--- config.mk ---
export PLATFORM = sky130hd
export DESIGN_NAME = counter_fsm_mod
export DESIGN_NICKNAME = d
export VERILOG_FILES = /design/src/rtl/counter_fsm_mod.sv
export SDC_FILE = /design/constraint.sdc
export NUM_CORES = 1
export LEC_CHECK = 0
export CAP_MARGIN = 20
export CORE_UTILIZATION = 40
export DETAILED_ROUTE_END_ITERATION = 10
export HOLD_SLACK_MARGIN = 0.15
export MAX_ROUTING_LAYER = met4
export PLACE_DENSITY = 0.7
export SETUP_SLACK_MARGIN = 0.3
export SYNTH_ARGS = -nofsm -noshare
export SYNTH_HDL_FRONTEND = slang
export SYNTH_SLANG_ARGS = --single-unit
--- constraint.sdc ---
create_clock -name i_clk -period 1.8 [get_ports i_clk]
set_input_delay 0.36 -clock i_clk [delete_from_list [all_inputs] [get_ports i_clk]]
set_output_delay 0.36 -clock i_clk [all_outputs]
set_load 0.01 [all_outputs]
--- src/rtl/counter_fsm_mod.sv ---
// rtl/counter_fsm_mod.sv - FSM-controlled up/down counter with load, wrap/one-shot modes and status flags
//
// Purpose:
//   Event/timeout counter used by other control FSMs. Counts up or down between
//   0 and MAX_COUNT, with a synchronous load, a wrap (continuous) or one-shot
//   mode, a one-cycle terminal-count pulse and a sticky one-shot done flag.
//
// Ports:
//   i_clk       rising-edge clock
//   i_rst_n     asynchronous active-low reset, clears all state immediately
//   i_en        count enable
//   i_up_dn     direction: 1 = up, 0 = down
//   i_load      synchronous load strobe (highest priority)
//   i_load_val  load value, saturated to MAX_COUNT
//   i_mode      0 = wrap, 1 = one-shot
//   o_count     current count
//   o_tc        terminal-count pulse (one cycle per step that reaches the terminal value)
//   o_done      one-shot finished, sticky until load or reset
//   o_busy      high while the FSM is in RUN

module counter_fsm_mod #(
  parameter int WIDTH     = 4,
  parameter int MAX_COUNT = (1 << WIDTH) - 1
) (
  input  logic             i_clk,
  input  logic             i_rst_n,
  input  logic             i_en,
  input  logic             i_up_dn,
  input  logic             i_load,
  input  logic [WIDTH-1:0] i_load_val,
  input  logic             i_mode,
  output logic [WIDTH-1:0] o_count,
  output logic             o_tc,
  output logic             o_done,
  output logic             o_busy
);

  localparam logic [WIDTH-1:0] L_MAX = WIDTH'(MAX_COUNT);

  typedef enum logic [1:0] {
    S_IDLE  = 2'd0,
    S_RUN   = 2'd1,
    S_PAUSE = 2'd2,
    S_DONE  = 2'd3
  } state_t;

  state_t           r_state;
  state_t           w_state_nxt;
  logic [WIDTH-1:0] r_count;
  logic [WIDTH-1:0] w_count_nxt;
  logic             r_tc;
  logic             w_tc_nxt;
  logic             r_done;
  logic             w_done_nxt;
  logic             r_busy;

  logic [WIDTH-1:0] w_term;
  logic [WIDTH-1:0] w_step;
  logic [WIDTH-1:0] w_load_sat;
  logic             w_step_en;

  // Terminal value, next stepped value and saturated load value all follow
  // the inputs sampled at this edge, so direction changes never add a step.
  always_comb begin
    w_term     = i_up_dn ? L_MAX : '0;
    w_load_sat = (i_load_val > L_MAX) ? L_MAX : i_load_val;
    if (i_up_dn) begin
      w_step = (r_count == L_MAX) ? '0 : r_count + 1'b1;
    end else begin
      w_step = (r_count == '0) ? L_MAX : r_count - 1'b1;
    end
  end

  always_comb begin
    w_state_nxt = r_state;
    w_count_nxt = r_count;
    w_tc_nxt    = 1'b0;
    w_done_nxt  = r_done;
    w_step_en   = 1'b0;

    if (i_load) begin
      w_state_nxt = S_IDLE;
      w_count_nxt = w_load_sat;
      w_done_nxt  = 1'b0;
    end else begin
      unique case (r_state)
        S_IDLE, S_PAUSE: begin
          if (i_en) begin
            w_step_en = 1'b1;
          end
        end
        S_RUN: begin
          if (i_en) begin
            w_step_en = 1'b1;
          end else begin
            w_state_nxt = S_PAUSE;
          end
        end
        S_DONE: begin
          // Held until load or reset; en and up_dn have no effect here.
        end
        default: begin
          w_state_nxt = S_IDLE;
        end
      endcase

      if (w_step_en) begin
        w_count_nxt = w_step;
        w_state_nxt = S_RUN;
        if (w_step == w_term) begin
          w_tc_nxt = 1'b1;
          if (i_mode) begin
            w_state_nxt = S_DONE;
            w_done_nxt  = 1'b1;
          end
        end
      end
    end
  end

  always_ff @(posedge i_clk or negedge i_rst_n) begin
    if (!i_rst_n) begin
      r_state <= S_IDLE;
      r_count <= '0;
      r_tc    <= 1'b0;
      r_done  <= 1'b0;
      r_busy  <= 1'b0;
    end else begin
      r_state <= w_state_nxt;
      r_count <= w_count_nxt;
      r_tc    <= w_tc_nxt;
      r_done  <= w_done_nxt;
      // busy is registered alongside state so it always equals (state == RUN).
      r_busy  <= (w_state_nxt == S_RUN);
    end
  end

  assign o_count = r_count;
  assign o_tc    = r_tc;
  assign o_done  = r_done;
  assign o_busy  = r_busy;

endmodule

==> impl_metrics.csv, run 1 <==
group,metric,value,unit
status,outcome,"complete, no violations",
final_layout,fill_cells,108,
timing,clock.fmax,603,MHz
grt,track_usage,22.2,%
timing,hold_violations,0,
clock_network,cts.clk_slew.worst_paths,0.06,ns
die,die_x,40.4,um
worst_setup_path,crit_path_start_kind,"register",
synth,synth_nets,77,
drt,antenna_left,0,
timing,finalClockSkew,0.000826,ns
clock_network,cts_tree,"done",
die,coreArea,1330,um2
grt,grt_pass1_vias,510,
worst_setup_path,r2r_slack,0.14,ns
power,p_leak,0.450,nW
final_layout,drive_gt1_share,32.6,%
synth,async_reset_ff_share,100,%
worst_setup_path,cp_data_required_time,1.96,ns
timing,period_share,92.1,%
drt,firstDrtPassIters,3,
clock_network,ctsHoldBuffers,0,
placement,finalWeightedCongestion,0.893,
synth,synth_cell_type_count,29,
synth,synth_edf_count,0,
drt,drc,0,
synth,syn_area,589,um2
power,power_density,710,nW/um2
placement,port_buffers,16,
final_layout,stdcell_area,920,um2
grt,grt_max_degree,10,
timing,worst_slew_pin_slew,0.411,ns
final_layout,nNetsFinal,107,
grt,grt_pass1_wl,2280,um
clock_network,worstSkewPairLatency,0.26,ns
final_layout,synthToLayoutAreaGrowth,56.1,%
grt,grt_antenna_before_repair,0,
synth,synth_cells,63,
worst_setup_path,crit_fanout,5,
worst_setup_path,end_kind,"register",
timing,finalMaxSlewViolations,0,
clock_network,clock-sinks,9,
timing,fin_crit,1.66,ns
timing,maxSlewHeadroom,72.5,%
die,dieHeight,40.4,um
drt,num_vias,561,
timing,holdWs,0.399,ns
grt,grt_overflow,0,
die,die_area,1630,um2
synth,yosysSeqAreaShare,38.2,%
clock_network,root_buffer,"clkbuf_4",
drt,vias_per_cell,5.24,
placement,placed_area,843,um2
hold_path,min_path_type,"in2async",
clock_network,cts_made_buffers,3,
die,pin_count,17,
synth,ys_ff_latch,9,
die,num_rows,13,
timing,setup_viol,0,
clock_network,htreeDepth,1,
drt,drt-initial-drc-count,14,
synth,ys.flop_type,"dfrtp_1",
timing,rsz0062_at_grt,"true",
drt,routed_wl,1440,um
synth,yosysWarningCount,0,
worst_setup_path,crit_type,"reg2reg",
flow_run,max_cap_violations,0,
final_layout,antenna_cells,0,
die,start_util,44.2,%
drt,wire_per_inst,13.4,um
worst_setup_path,cp.arrival,1.82,ns
clock_network,cts_max_path_buffers,2,
placement,hpwlAfterDp,1100,um
power,irDropWorstVdd,394,uV
synth,syn_area_per_cell,9.35,um2
## power by group
group | total, mW | internal [mW] | switching (mW)
logic | 0.256 | 0.133 | 0.124
clock network | 0.154 | 0.0853 | 0.0690
registers | 0.243 | 0.221 | 0.0215
## cell families after synthesis
logic type	share of synthesized area (%)
compound gates	23.4
xor+xnor	5.95
fa+ha+maj	8.49
buf+inv	6.37
flops	38.2
mux	1.70
simple gates	15.9
## through the flow
step / power, mW / worst slack (ns) / util (%) / std cells / setup TNS (ns)
6_report: 0.653 / 0.143 / 68.9 / 107 / 0
3_3_place_gp: 0.478 / -0.183 / 63.2 / 100 / -0.373
3_5_place_dp: 0.485 / -0.258 / 63.2 / 100 / -0.619
4_1_cts: 0.644 / 0.109 / 66.4 / 106 / 0
2_1_floorplan: 0.380 / 0.190 / - / 63 / 0
5_1_grt: 0.698 / 0.0491 / 68.9 / 107 / 0
## worst paths after layout
| path | start | to | depth (start not counted) |
|---|---|---|---|
| min in group i_clk | o_done$_DFFE_PN0P_ | o_done$_DFFE_PN0P_ | 2 |
| setup reg to reg | o_count[1]$_DFFE_PN0P_ | r_state[1]$_DFF_PN0_ | 6 |
| max in group asynchronous | i_rst_n | o_count[0]$_DFFE_PN0P_ | 1 |
| setup / recovery | o_count[1]$_DFFE_PN0P_ | r_state[1]$_DFF_PN0_ | 6 |
| hold reg to reg | o_done$_DFFE_PN0P_ | o_done$_DFFE_PN0P_ | 2 |
| hold / removal | i_rst_n | o_done$_DFFE_PN0P_ | 1 |
## timing repair
action	CTS	global route
resized for setup	8	7
setup endpoints to repair	10	10
pin swaps	5	3
setup buffers	2	1
## synth_stat cells, types with 2 or more instances
master   count  area [um2]
ha_1         4        50.1
inv_1        6        22.5
xnor2_1      3        26.3
o21ai_0      2        10.0
o31ai_1      2        15.0
nor2_1       3        11.3
buf_4        2        15.0
a21oi_1      4        20.0
nand2_1      9        33.8
dfrtp_1      9         225
## placed cells by master (no fill, tap or decap), types with 4 or more instances in the layout
cell type / count
dfrtp_2: 4
dfrtp_1: 5
buf_4: 11
nand2_1: 8
dlygate4sd2_1: 4
clkdlybuf4s50_1: 8
inv_1: 5
## flip-flops by register name, indices dropped and copies added, names as in the netlist
| name | cells |
|---|---|
| o_done | 1 |
| o_count | 4 |
| o_busy | 1 |
| r_state | 2 |
| o_tc | 1 |
## worst max-delay path, cell delays in order, from the launching register on
cell,delay (ns)
dfrtp_2,0.45
buf_4,0.17
a21o_1,0.17
a311o_1,0.34
o21ai_2,0.11
nand3_2,0.11
a311oi_2,0.21
## metal layers
layer	global-route usage, %	wire (um)	up-vias
met1	28.2	690	257
li1	-	-	286
met3	3.33	48	4
met2	32.5	662	14
met5	-	0	-
met4	13.3	36	0
## final cells by class
type	count	area, um2	area share, %
inverter	6	22.5	2.45
timing repair buffer	27	245	26.7
sequential	9	230	25.0
tap	15	18.8	2.04
multi-input combinational	46	377	41.0
clock buffer	4	26.3	2.86
No activity file was read; power rests on OpenSTA's default activity.
==> run 2, diff against run 1 <==
ABC_CLOCK_PERIOD_IN_PS = 1800   (was not set)
CAP_MARGIN = not set   (was 20)
PLACE_DENSITY = 0.69   (was 0.7)
==> run 2 against run 1 <==
  * Non-clock buffer count rose by 3
  * Clock skew grew 0.0047 ns
  * Sequential power about the same
  * Hold slack gained 0.0013 ns
  * Clock power is essentially flat
  * Utilization rose by 5.3 points
  * Sequential share of layout area fell by 1.8 points
  * Flip-flop and latch count stayed put
  * Critical endpoint unchanged
  * Largest power group unchanged
==> impl_metrics.csv, run 2 (same netlist as run 1, synthesis figures left out) <==
group,metric,value,unit
status,outcome,"complete, no violations",
timing,period_share,93.4,%
worst_setup_path,crit_path_start_kind,"register",
power,p_leak,0.471,nW
timing,worst_slew_pin_slew,0.429,ns
worst_setup_path,crit_type,"reg2reg",
die,pin_count,17,
worst_setup_path,cp_slowest_cell,"dfrtp_2",
grt,grt_overflow,0,
worst_setup_path,cp.arrival,1.84,ns
final_layout,stdcell_area,991,um2
timing,finalClockSkew,0.00554,ns
worst_setup_path,crit_fanout,4,
drt,vias_per_cell,5.16,
final_layout,antenna_cells,0,
clock_network,worstSkewPairLatency,0.26,ns
grt,grt_pass1_vias,568,
drt,antenna_left,0,
worst_setup_path,r2r-end,"r_state[1]$_DFF_PN0_",
clock_network,ctsHoldBuffers,0,
grt,grt_antenna_before_repair,0,
placement,placed_area,836,um2
clock_network,cts_made_buffers,3,
final_layout,drive_gt1_share,38.9,%
placement,finalWeightedCongestion,0.860,
clock_network,root_buffer,"clkbuf_4",
power,irDropWorstVdd,487,uV
die,die_area,1630,um2
hold_path,min_path_type,"in2async",
worst_setup_path,end_kind,"register",
die,num_rows,13,
timing,setup_viol,0,
worst_setup_path,reg2reg_depth,8,
grt,grt_max_degree,10,
grt,track_usage,23.9,%
final_layout,mostFrequentLayoutCell,"buf_4",
drt,wire_per_inst,13.9,um
die,die_x,40.4,um
timing,clock.fmax,595,MHz
timing,hold_violations,0,
worst_setup_path,r2r_slack,0.12,ns
die,start_util,44.2,%
timing,finalMaxSlewViolations,0,
worst_setup_path,rr_startpoint,"o_count[0]$_DFFE_PN0P_",
worst_setup_path,crit_path_max_incr_delay,0.42,ns
timing,holdWs,0.400,ns
drt,drc,0,
worst_setup_path,cp_data_required_time,1.96,ns
placement,port_buffers,16,
die,dieHeight,40.4,um
clock_network,cts.clk_slew.worst_paths,0.06,ns
timing,tns,0,ns
drt,routed_wl,1520,um
final_layout,synthToLayoutAreaGrowth,68.2,%
timing,rsz0062_at_grt,"true",
timing,fin_crit,1.68,ns
final_layout,largest_register_ff_count,4,
die,coreArea,1330,um2
grt,grt_pass1_wl,2420,um
final_layout,final_cell_mix,"buf_4 (13), nand2_1 (8), clkdlybuf4s50_1 (8)",
worst_setup_path,crit_chain,"inv_2, buf_4, ha_1, nand2_1, a21oi_2, and3_4, a221oi_2, a311oi_2",
power,power_density,702,nW/um2
drt,drt-initial-drc-count,5,
flow_run,max_cap_violations,0,
drt,firstDrtPassIters,4,
clock_network,cts_tree,"done",
drt,num_vias,568,
timing,maxSlewHeadroom,71.3,%
clock_network,cts_max_path_buffers,2,
clock_network,clock-sinks,9,
final_layout,nNetsFinal,110,
placement,hpwlAfterDp,1010,um
clock_network,htreeDepth,1,
[run 2: cell type report]
| type | count | area (um2) |
|---|---|---|
| Clock buffer | 4 | 26.3 |
| Multi-Input combinational cell | 46 | 423 |
| Inverter | 6 | 22.5 |
| Timing Repair Buffer | 30 | 270 |
| Sequential cell | 9 | 230 |
| Tap cell | 15 | 18.8 |
| Fill cell | 103 | 343 |
[run 2: worst max-delay path: cells and delay by family, from the launching register on]
| family | cells | cell delay, ns |
|---|---|---|
| simple gates | 2 | 0.26 |
| compound gates | 3 | 0.42 |
| fa+ha+maj | 1 | 0.27 |
| buf+inv | 2 | 0.21 |
| flops | 1 | 0.42 |
[run 2: where the power goes]
part | switching (mW) | leakage, nW | internal (mW) | total (mW)
clock network | 0.0710 | 0.0150 | 0.0855 | 0.157
registers | 0.0250 | 0.111 | 0.221 | 0.246
logic | 0.135 | 0.345 | 0.158 | 0.293
total | 0.231 | 0.471 | 0.465 | 0.695
[run 2: worst max path at each step]
stage / slack, ns / end / start / cells after the start
6_report: 0.12 / r_state[1]$_DFF_PN0_ / o_count[0]$_DFFE_PN0P_ / 8
5_1_grt: 0.07 / r_state[1]$_DFF_PN0_ / o_count[1]$_DFFE_PN0P_ / 7
4_1_cts: 0.11 / r_state[1]$_DFF_PN0_ / o_count[0]$_DFFE_PN0P_ / 7
3_5_place_dp: -0.28 / r_state[1]$_DFF_PN0_ / i_up_dn / 8
3_3_place_gp: -0.18 / r_state[1]$_DFF_PN0_ / i_up_dn / 6
2_1_floorplan: 0.19 / r_state[1]$_DFF_PN0_ / o_count[1]$_DFFE_PN0P_ / 6
[run 2: stage by stage]
step	utilization [%]	total power, mW	setup slack, ns	instances
global placement	62.7	0.471	-0.185	99
CTS	70.6	0.670	0.110	110
floorplan	-	0.380	0.190	63
finish	74.3	0.695	0.119	110
detailed placement	62.7	0.474	-0.276	99
global route	74.3	0.740	0.0725	110
[run 2: timing repair]
| action | CTS | global route |
|---|---|---|
| resized for setup | 13 | 9 |
| buffers inserted | 7 | 0 |
| setup endpoints to repair | 10 | 9 |
| pin swaps | 7 | 3 |
[run 2: routing by layer]
metal / up-vias / wire [um] / global-route usage, %
li1: 290 / - / -
met1: 258 / 715 / 26.4
met2: 18 / 719 / 38.5
met3: 2 / 71 / 10.0
met4: 0 / 17 / 7.50
met5: - / 0 / -
==> run 3, diff against run 2 <==
GPL_TIMING_DRIVEN = 1   (was not set)
==> results of run 3 <==
No change in the layout: final DEF, timing and power equal those of run 2.
